[config.mk]
export PLATFORM = sky130hd
export DESIGN_NAME = asp_rxe_flat
export DESIGN_NICKNAME = d
export VERILOG_FILES = /design/src/rtl/asp_rxe_pkg.sv /design/src/rtl/asp_rxe_if.sv /design/src/rtl/asp_rxe_tag_checker.sv /design/src/rtl/asp_rxe.sv /design/src/flat_wrapper.sv
export SDC_FILE = /design/constraint.sdc
export NUM_CORES = 1
export LEC_CHECK = 0
export CORE_MARGIN = 2
export CORE_UTILIZATION = 47
export CTS_CLUSTER_DIAMETER = 50
export DETAILED_ROUTE_END_ITERATION = 16
export PLACE_DENSITY = 0.86
export SYNTH_ARGS = -nofsm -noshare
export SYNTH_HDL_FRONTEND = slang
export SYNTH_SLANG_ARGS = --single-unit
export TNS_END_PERCENT = 20
[constraint.sdc]
create_clock -name clk -period 5.1 [get_ports clk]
set_input_delay 1.02 -clock clk [delete_from_list [all_inputs] [get_ports clk]]
set_output_delay 1.02 -clock clk [all_outputs]
set_load 0.02 [all_outputs]
[src/rtl/asp_rxe_pkg.sv]
// Shared ASP receive-engine definitions: default widths, frame field
// positions (common with the TX path) and the RX engine state encoding.
package asp_rxe_pkg;

   localparam int unsigned DATA_SIZE  = 32;
   localparam int unsigned TAG_SIZE   = 8;
   localparam int unsigned FRAME_SIZE = DATA_SIZE + TAG_SIZE;

   // Network frame layout: tag in the upper bits, data in the lower bits
   localparam int unsigned TAG_MSB  = FRAME_SIZE - 1;
   localparam int unsigned TAG_LSB  = DATA_SIZE;
   localparam int unsigned DATA_MSB = DATA_SIZE - 1;
   localparam int unsigned DATA_LSB = 0;

   typedef enum logic [1:0] {
      RXE_IDLE     = 2'd0,
      RXE_DELIVER  = 2'd1,
      RXE_ACK      = 2'd2,
      RXE_WAIT_LOW = 2'd3
   } rxe_state_e;

endpackage

[src/rtl/asp_rxe_if.sv]
// Network/host signal bundle of the ASP receive engine.
// slave = the engine, master = the surrounding link/host environment.
// Optional macro: ASP_RXE_PARITY_EN adds host_parity_out.
interface asp_rxe_if
   import asp_rxe_pkg::*;
#(
   parameter int unsigned data_size = DATA_SIZE,
   parameter int unsigned tag_size  = TAG_SIZE
);

   logic                          network_data_ready_in;
   logic [data_size+tag_size-1:0] network_data_tag_in;
   logic                          host_ack_in;
   logic                          network_ACK_out;
   logic                          host_data_ready_out;
   logic [data_size-1:0]          host_data_out;
   logic                          tag_error_out;
   logic [tag_size-1:0]           expected_tag_out;
`ifdef ASP_RXE_PARITY_EN
   logic                          host_parity_out;
`endif

   modport slave (
      input  network_data_ready_in,
      input  network_data_tag_in,
      input  host_ack_in,
      output network_ACK_out,
      output host_data_ready_out,
      output host_data_out,
      output tag_error_out,
      output expected_tag_out
`ifdef ASP_RXE_PARITY_EN
      , output host_parity_out
`endif
   );

   modport master (
      output network_data_ready_in,
      output network_data_tag_in,
      output host_ack_in,
      input  network_ACK_out,
      input  host_data_ready_out,
      input  host_data_out,
      input  tag_error_out,
      input  expected_tag_out
`ifdef ASP_RXE_PARITY_EN
      , input  host_parity_out
`endif
   );

endinterface

[src/rtl/asp_rxe_tag_checker.sv]
// Combinational sequence-tag classifier: exactly one of match/duplicate/error
// is asserted for any incoming tag.
module asp_tag_checker #(
   parameter int unsigned TAG_W = 8
) (
   input  logic [TAG_W-1:0] tag_i,
   input  logic [TAG_W-1:0] expected_tag_i,
   input  logic             seen_any_i,
   output logic             match_o,
   output logic             duplicate_o,
   output logic             error_o
);

   logic [TAG_W-1:0] prev_tag;

   // Previous tag is modulo 2^TAG_W, so 0 wraps to all-ones
   always_comb begin
      prev_tag    = expected_tag_i - TAG_W'(1);
      match_o     = (tag_i == expected_tag_i);
      duplicate_o = !match_o && seen_any_i && (tag_i == prev_tag);
      error_o     = !match_o && !duplicate_o;
   end

endmodule

[src/rtl/asp_rxe.sv]
// ASP receive engine: checks the sequence tag of each network frame,
// delivers in-order payloads to the host over a ready/ack handshake and
// ACKs good or duplicate frames back to the remote transmitter.
// Optional macro: ASP_RXE_PARITY_EN adds an even-parity bit to the host word.
module asp_rxe
   import asp_rxe_pkg::*;
#(
   parameter int unsigned data_size = DATA_SIZE,
   parameter int unsigned tag_size  = TAG_SIZE
) (
   input  logic     clk,
   input  logic     reset,
   asp_rxe_if.slave rx
);

   rxe_state_e           state_q, state_d;
   logic [data_size-1:0] data_q, data_d;
   logic                 rdy_q, rdy_d;
   logic                 ack_q, ack_d;
   logic                 err_q, err_d;
   logic [tag_size-1:0]  exp_tag_q, exp_tag_d;
   logic                 seen_q, seen_d;
`ifdef ASP_RXE_PARITY_EN
   logic                 par_q, par_d;
`endif

   logic [tag_size-1:0]  frame_tag;
   logic [data_size-1:0] frame_data;
   logic                 tag_match, tag_dup, tag_err;

   assign frame_tag  = rx.network_data_tag_in[data_size+tag_size-1:data_size];
   assign frame_data = rx.network_data_tag_in[data_size-1:0];

   asp_tag_checker #(.TAG_W(tag_size)) u_tag_checker (
      .tag_i          (frame_tag),
      .expected_tag_i (exp_tag_q),
      .seen_any_i     (seen_q),
      .match_o        (tag_match),
      .duplicate_o    (tag_dup),
      .error_o        (tag_err)
   );

   // State and registered outputs; reset clears everything asynchronously
   always_ff @(posedge clk or negedge reset) begin
      if (!reset) begin
         state_q   <= RXE_IDLE;
         data_q    <= '0;
         rdy_q     <= 1'b0;
         ack_q     <= 1'b0;
         err_q     <= 1'b0;
         exp_tag_q <= '0;
         seen_q    <= 1'b0;
`ifdef ASP_RXE_PARITY_EN
         par_q     <= 1'b0;
`endif
      end else begin
         state_q   <= state_d;
         data_q    <= data_d;
         rdy_q     <= rdy_d;
         ack_q     <= ack_d;
         err_q     <= err_d;
         exp_tag_q <= exp_tag_d;
         seen_q    <= seen_d;
`ifdef ASP_RXE_PARITY_EN
         par_q     <= par_d;
`endif
      end
   end

   // Next-state logic; ACK and tag-error are single-cycle pulses by default
   always_comb begin
      state_d   = state_q;
      data_d    = data_q;
      rdy_d     = rdy_q;
      ack_d     = 1'b0;
      err_d     = 1'b0;
      exp_tag_d = exp_tag_q;
      seen_d    = seen_q;
`ifdef ASP_RXE_PARITY_EN
      par_d     = par_q;
`endif
      case (state_q)
         RXE_IDLE: begin
            if (rx.network_data_ready_in) begin
               if (tag_match) begin
                  data_d  = frame_data;
                  rdy_d   = 1'b1;
`ifdef ASP_RXE_PARITY_EN
                  par_d   = ^frame_data;
`endif
                  state_d = RXE_DELIVER;
               end else if (tag_dup) begin
                  ack_d   = 1'b1;
                  state_d = RXE_ACK;
               end else if (tag_err) begin
                  err_d   = 1'b1;
                  state_d = RXE_WAIT_LOW;
               end
            end
         end
         RXE_DELIVER: begin
            if (rx.host_ack_in) begin
               rdy_d     = 1'b0;
               ack_d     = 1'b1;
               exp_tag_d = exp_tag_q + tag_size'(1);
               seen_d    = 1'b1;
               state_d   = RXE_ACK;
            end
         end
         RXE_ACK: begin
            state_d = RXE_WAIT_LOW;
         end
         RXE_WAIT_LOW: begin
            if (!rx.network_data_ready_in) begin
               state_d = RXE_IDLE;
            end
         end
         default: begin
            state_d = RXE_IDLE;
         end
      endcase
   end

   assign rx.network_ACK_out     = ack_q;
   assign rx.host_data_ready_out = rdy_q;
   assign rx.host_data_out       = data_q;
   assign rx.tag_error_out       = err_q;
   assign rx.expected_tag_out    = exp_tag_q;
`ifdef ASP_RXE_PARITY_EN
   assign rx.host_parity_out     = par_q;
`endif

endmodule

[src/flat_wrapper.sv]
// flat-port wrapper written by rule: the top's interface ports become plain ports
module asp_rxe_flat import asp_rxe_pkg::*;
#(
   parameter int unsigned data_size = DATA_SIZE,
   parameter int unsigned tag_size  = TAG_SIZE
)
  (clk, reset, rx_network_data_ready_in, rx_network_data_tag_in, rx_host_ack_in, rx_network_ACK_out, rx_host_data_ready_out, rx_host_data_out, rx_tag_error_out, rx_expected_tag_out);
  asp_rxe_if #(.data_size(data_size), .tag_size(tag_size)) rx_i ();
  input  logic clk;
  input  logic reset;
  input wire logic [$bits(rx_i.network_data_ready_in)-1:0] rx_network_data_ready_in;
  input wire logic [$bits(rx_i.network_data_tag_in)-1:0] rx_network_data_tag_in;
  input wire logic [$bits(rx_i.host_ack_in)-1:0] rx_host_ack_in;
  output wire logic [$bits(rx_i.network_ACK_out)-1:0] rx_network_ACK_out;
  output wire logic [$bits(rx_i.host_data_ready_out)-1:0] rx_host_data_ready_out;
  output wire logic [$bits(rx_i.host_data_out)-1:0] rx_host_data_out;
  output wire logic [$bits(rx_i.tag_error_out)-1:0] rx_tag_error_out;
  output wire logic [$bits(rx_i.expected_tag_out)-1:0] rx_expected_tag_out;
  assign rx_i.network_data_ready_in = rx_network_data_ready_in;
  assign rx_i.network_data_tag_in = rx_network_data_tag_in;
  assign rx_i.host_ack_in = rx_host_ack_in;
  assign rx_network_ACK_out = rx_i.network_ACK_out;
  assign rx_host_data_ready_out = rx_i.host_data_ready_out;
  assign rx_host_data_out = rx_i.host_data_out;
  assign rx_tag_error_out = rx_i.tag_error_out;
  assign rx_expected_tag_out = rx_i.expected_tag_out;
  asp_rxe #(.data_size(data_size), .tag_size(tag_size)) u_core (.clk(clk), .reset(reset), .rx(rx_i));
endmodule
==> results.md <==
Run status:
- The run finished with clean final reports.

Yosys:
- The sequential area share after synthesis is 0.5269.
- Of the post-synthesis cell area, the dominant cell type holds 0.5269.
- The share of async-settable or async-resettable flops after synthesis is 1.000.
- The flop and latch count out of synthesis is 46.
- The count of different cell masters after synthesis is 37.
- The number of enable flip-flop cells after synthesis is 0.
- The prevailing post-synth register cell is sky130_fd_sc_hd__dfrtp_1.
- The number of nets in the synthesized netlist is 225.
- By area the synthesized netlist is led by sky130_fd_sc_hd__dfrtp_1 53%, sky130_fd_sc_hd__mux2_2 16%, sky130_fd_sc_hd__xnor2_1 3.6%.
- Synthesis produced 175 cells.
- After synthesis, the mean cell area works out to 12.48 µm².
- The cell taking the most area after synthesis is sky130_fd_sc_hd__dfrtp_1.
- The cell area that synthesis handed to floorplanning was 0.002185 mm².
- During synthesis, Yosys emitted a total of 0 warnings.

Layout:
- The layout has 321 filler cells.
- The number of antenna diodes in the final layout is 0.
- Excluding fillers, the count of instances in the completed layout stands at 314.
- The post-route core utilization is 0.7123.
- The layout cell share with drive strength beyond 1 is 0.1718.
- Relative to the synthesized area, the layout overhead comes to 43.93%.
- The net count reported at finish is 311.

Timing:
- Setup repair after global routing left no endpoint under its margin.
- Between clock sinks in the finished design, the worst skew comes to 7.170 ps.
- After layout, the minimum clock period comes to 3144 ps.
- The number of hold violations in the final report is 0.
- The final sum of negative setup slack is 0 ps.
- The final number of max-transition violations is 0.
- Setup violations remaining at the end of the flow were counted as 0.
- Final hold analysis gives a worst-case slack of 483.1 ps.
- The worst slew slack as a fraction of its limit is 0.3175.
- The part of the cycle the worst path needs is 0.6165.
- The final worst-path setup slack is 1956 ps.
- Static timing analysis puts the maximum clock frequency at 318.1 MHz.
- At the pin with the least slew margin, the transition time is 1024 ps.

Placement:
- The number of instances in the placed design is 306.
- The final RePlAce weighted congestion is 0.7948.
- Before CTS, the worst setup slack after placement is 1646 ps.
- After legalization and detailed placement, the total HPWL measured 3581 µm.
- The number of buffers added on ports is 86.

Drt:
- The top routing layer in use is met4.
- The final antenna-violating net count is 0.
- The first detailed-routing pass took 4 iterations.
- The routed length on met2 is 2062 µm.
- The total via count in the routed design is 1624.
- Dividing the detail-routed wire length by the instance count gives 14.97 µm.
- The DRC violation total after the first TritonRoute iteration is 96.
- For this run, design rule violations remaining after detail routing come to 0.
- The average vias per placed instance is 5.172.
- Wire segments on met3 add up to 464 µm in the final route.
- Summed over all layers, the routed wires come to 4701 µm.
- The routed length on met1 is 2097 µm.

Worst setup path:
- At the worst endpoint, the required time is 5280 ps.
- The worst reg2reg path depth is 5.
- The critical path starts at rx_network_data_tag_in[39].
- The worst setup path is launched from an input port.
- The endpoint type of the worst setup path is a flop.
- The maximum cell stage delay along the critical path is 590 ps.
- The capture instance of the worst register-to-register path is u_core.rx.host_data_out[5].
- By startpoint and endpoint, the worst setup path is classified as in -> reg.
- The startpoint of the most critical register-to-register path is u_core.rx.expected_tag_out[3].
- The critical path ends at u_core.rx.host_data_out[5].
- The signal on the critical path passes through clkdlybuf4s50_1 -> xor2_1 -> or4_4 -> nor4_4 -> buf_4 -> mux2_2.
- In this run the worst path has a maximum fanout of 33.
- The slowest stage cell on the critical path is sky130_fd_sc_hd__or4_4.
- The register-to-register setup slack is 2620 ps.
- For the worst setup path, the data arrival time is 3320 ps.

CTS:
- The buffers inserted during post-CTS setup optimization is 0.
- Buffers inserted during clock tree synthesis total 5.
- The clock sink total is 46.
- The clock-pin transition on the worst setup and hold timing paths is 80 ps.
- TritonCTS built the clock tree.
- The H-tree depth reported by CTS is 2.
- No sink is reached through more buffers than the 2 on the longest clock path.
- The post-cts resize count is 0.
- The quantity of hold-fixing buffers added after cts is 0.
- In this run the clock root is driven by a sky130_fd_sc_hd__clkbuf_8.
- At the later pin of the worst-skew pair, clock insertion delay measures 290 ps.

Power and ir drop:
- Across the VDD grid, the largest voltage drop is 0.2273 mV.
- Summed over all cells, the static leakage comes to 1.407 nW.
- Power spread over the standard cell area amounts to 372.5 mW/mm².

Global route:
- Entering global routing, the biggest net connects 47 pins.
- The number of antenna violations at the first check in global routing is 0.
- The number of global-route vias before repair came to 1539.
- The total overflow left after global routing is 0.
- The overall routing resource usage is 0.1916.
- The first global-routing pass estimated 7652 µm of wire.

Floorplanning:
- The die area is 0.005209 mm².
- The area of the placeable core is 0.004414 mm².
- During I/O placement, the number of pins put on the boundary was 87.
- The starting density of the core is 0.4949.
- The width of the die is 72.18 µm.
- The placement row count is 24.
- The floorplan step set the die height to 72.18 µm.

Job:
- The tool flagged a number of max-cap violations equal to 0.

Hold path:
- The min-delay analysis places its worst path in the category reg -> reg.
-- sequential cells by signal, summed over array words and instances (netlist names) --
name and flops:
u_core.seen_q 1, u_core.rx.expected_tag_out 8, u_core.rx.tag_error_out 1, u_core.state_q 2, u_core.rx.network_ACK_out 1, u_core.rx.host_data_ready_out 1, u_core.rx.host_data_out 32
-- critical path, delay by kind of cell --
family                    cells  cell delay, ps
and+or+nand+nor               2             860
buffers and inverters         2             820
muxes                         1             390
xor gates and xnor gates      1             210
-- report_power, final --
part | total (mW) | internal (mW) | switching [mW]
sequential | 0.487 | 0.420 | 0.0676
clock | 0.226 | 0.109 | 0.116
combinational | 0.458 | 0.227 | 0.232
total | 1.17 | 0.756 | 0.416
-- layer usage --
metal,track usage,vias to the layer above
li1,-,786
met1,0.2639,756
met2,0.2956,74
met3,0.04722,8
met4,0.06918,0
met5,0,-
-- synth_stat cells (2+ instances only) --
cell type and number:
sky130_fd_sc_hd__or2_2 2, sky130_fd_sc_hd__clkbuf_1 4, sky130_fd_sc_hd__buf_6 4, sky130_fd_sc_hd__and2_1 2, sky130_fd_sc_hd__nor2_1 8, sky130_fd_sc_hd__nand3b_1 2
sky130_fd_sc_hd__xor2_1 8, sky130_fd_sc_hd__nand2_1 10, sky130_fd_sc_hd__ha_1 6, sky130_fd_sc_hd__dfrtp_1 46, sky130_fd_sc_hd__xnor2_1 9, sky130_fd_sc_hd__inv_1 7
sky130_fd_sc_hd__nand3_1 2, sky130_fd_sc_hd__nor3_1 5, sky130_fd_sc_hd__mux2_2 31, sky130_fd_sc_hd__nand2b_1 2, sky130_fd_sc_hd__o21ai_0 3, sky130_fd_sc_hd__nand4_1 4
sky130_fd_sc_hd__a211oi_1 2
-- through the flow --
step / instance area [µm²] / total power [mW]
after floorplan: 2185 / 0.7746
after global placement: 3053 / 0.9398
after detailed placement: 3053 / 0.9539
after CTS: 3144 / 1.181
after global routing: 3144 / 1.253
final: 3144 / 1.171
-- cells in the final DEF (no fill, tap or decap), drive strengths merged, types with 3 or more instances in the layout --
cell,netlist,layout
o21ai,3,3
ha,6,6
nand2,10,10
clkbuf,4,7
nor2,8,8
dfrtp,46,46
xor2,8,8
xnor2,9,9
nor3,5,5
nand4,4,4
clkdlybuf4s50,0,85
inv,7,7
mux2,32,32
-- cell families (layout without fill, tap and decap cells) --
group	count (synthesis)	in the layout	synth area share
flops	46	46	0.5269
simple gates	43	43	0.1094
mux	32	32	0.1649
xor+xnor	17	17	0.06816
compound gates	16	16	0.05670
buf+inv	15	102	0.03952
fa+ha+maj	6	6	0.03436
-- cell type report --
class,count,area [µm²],share of cell area
clock inverter,1,5.005,0.001592
multi-input combinational,114,947.2,0.3012
inverter,7,26.28,0.008357
timing repair buffer,87,863.3,0.2746
sequential,46,1151,0.3661
tap,52,65.06,0.02069
clock buffer,7,86.33,0.02746
-- worst min path at each step --
stage                                start                          end  slack, ps  cells after the start
2_1_floorplan                u_core.seen_q                u_core.seen_q        430                      1
3_3_place_gp                 u_core.seen_q                u_core.seen_q        460                      1
3_5_place_dp                 u_core.seen_q                u_core.seen_q        460                      1
4_1_cts                      u_core.seen_q                u_core.seen_q        490                      1
5_1_grt        u_core.rx.host_data_out[11]  u_core.rx.host_data_out[11]        510                      1
6_report                     u_core.seen_q                u_core.seen_q        480                      1
(Power assumes the default switching activity.)
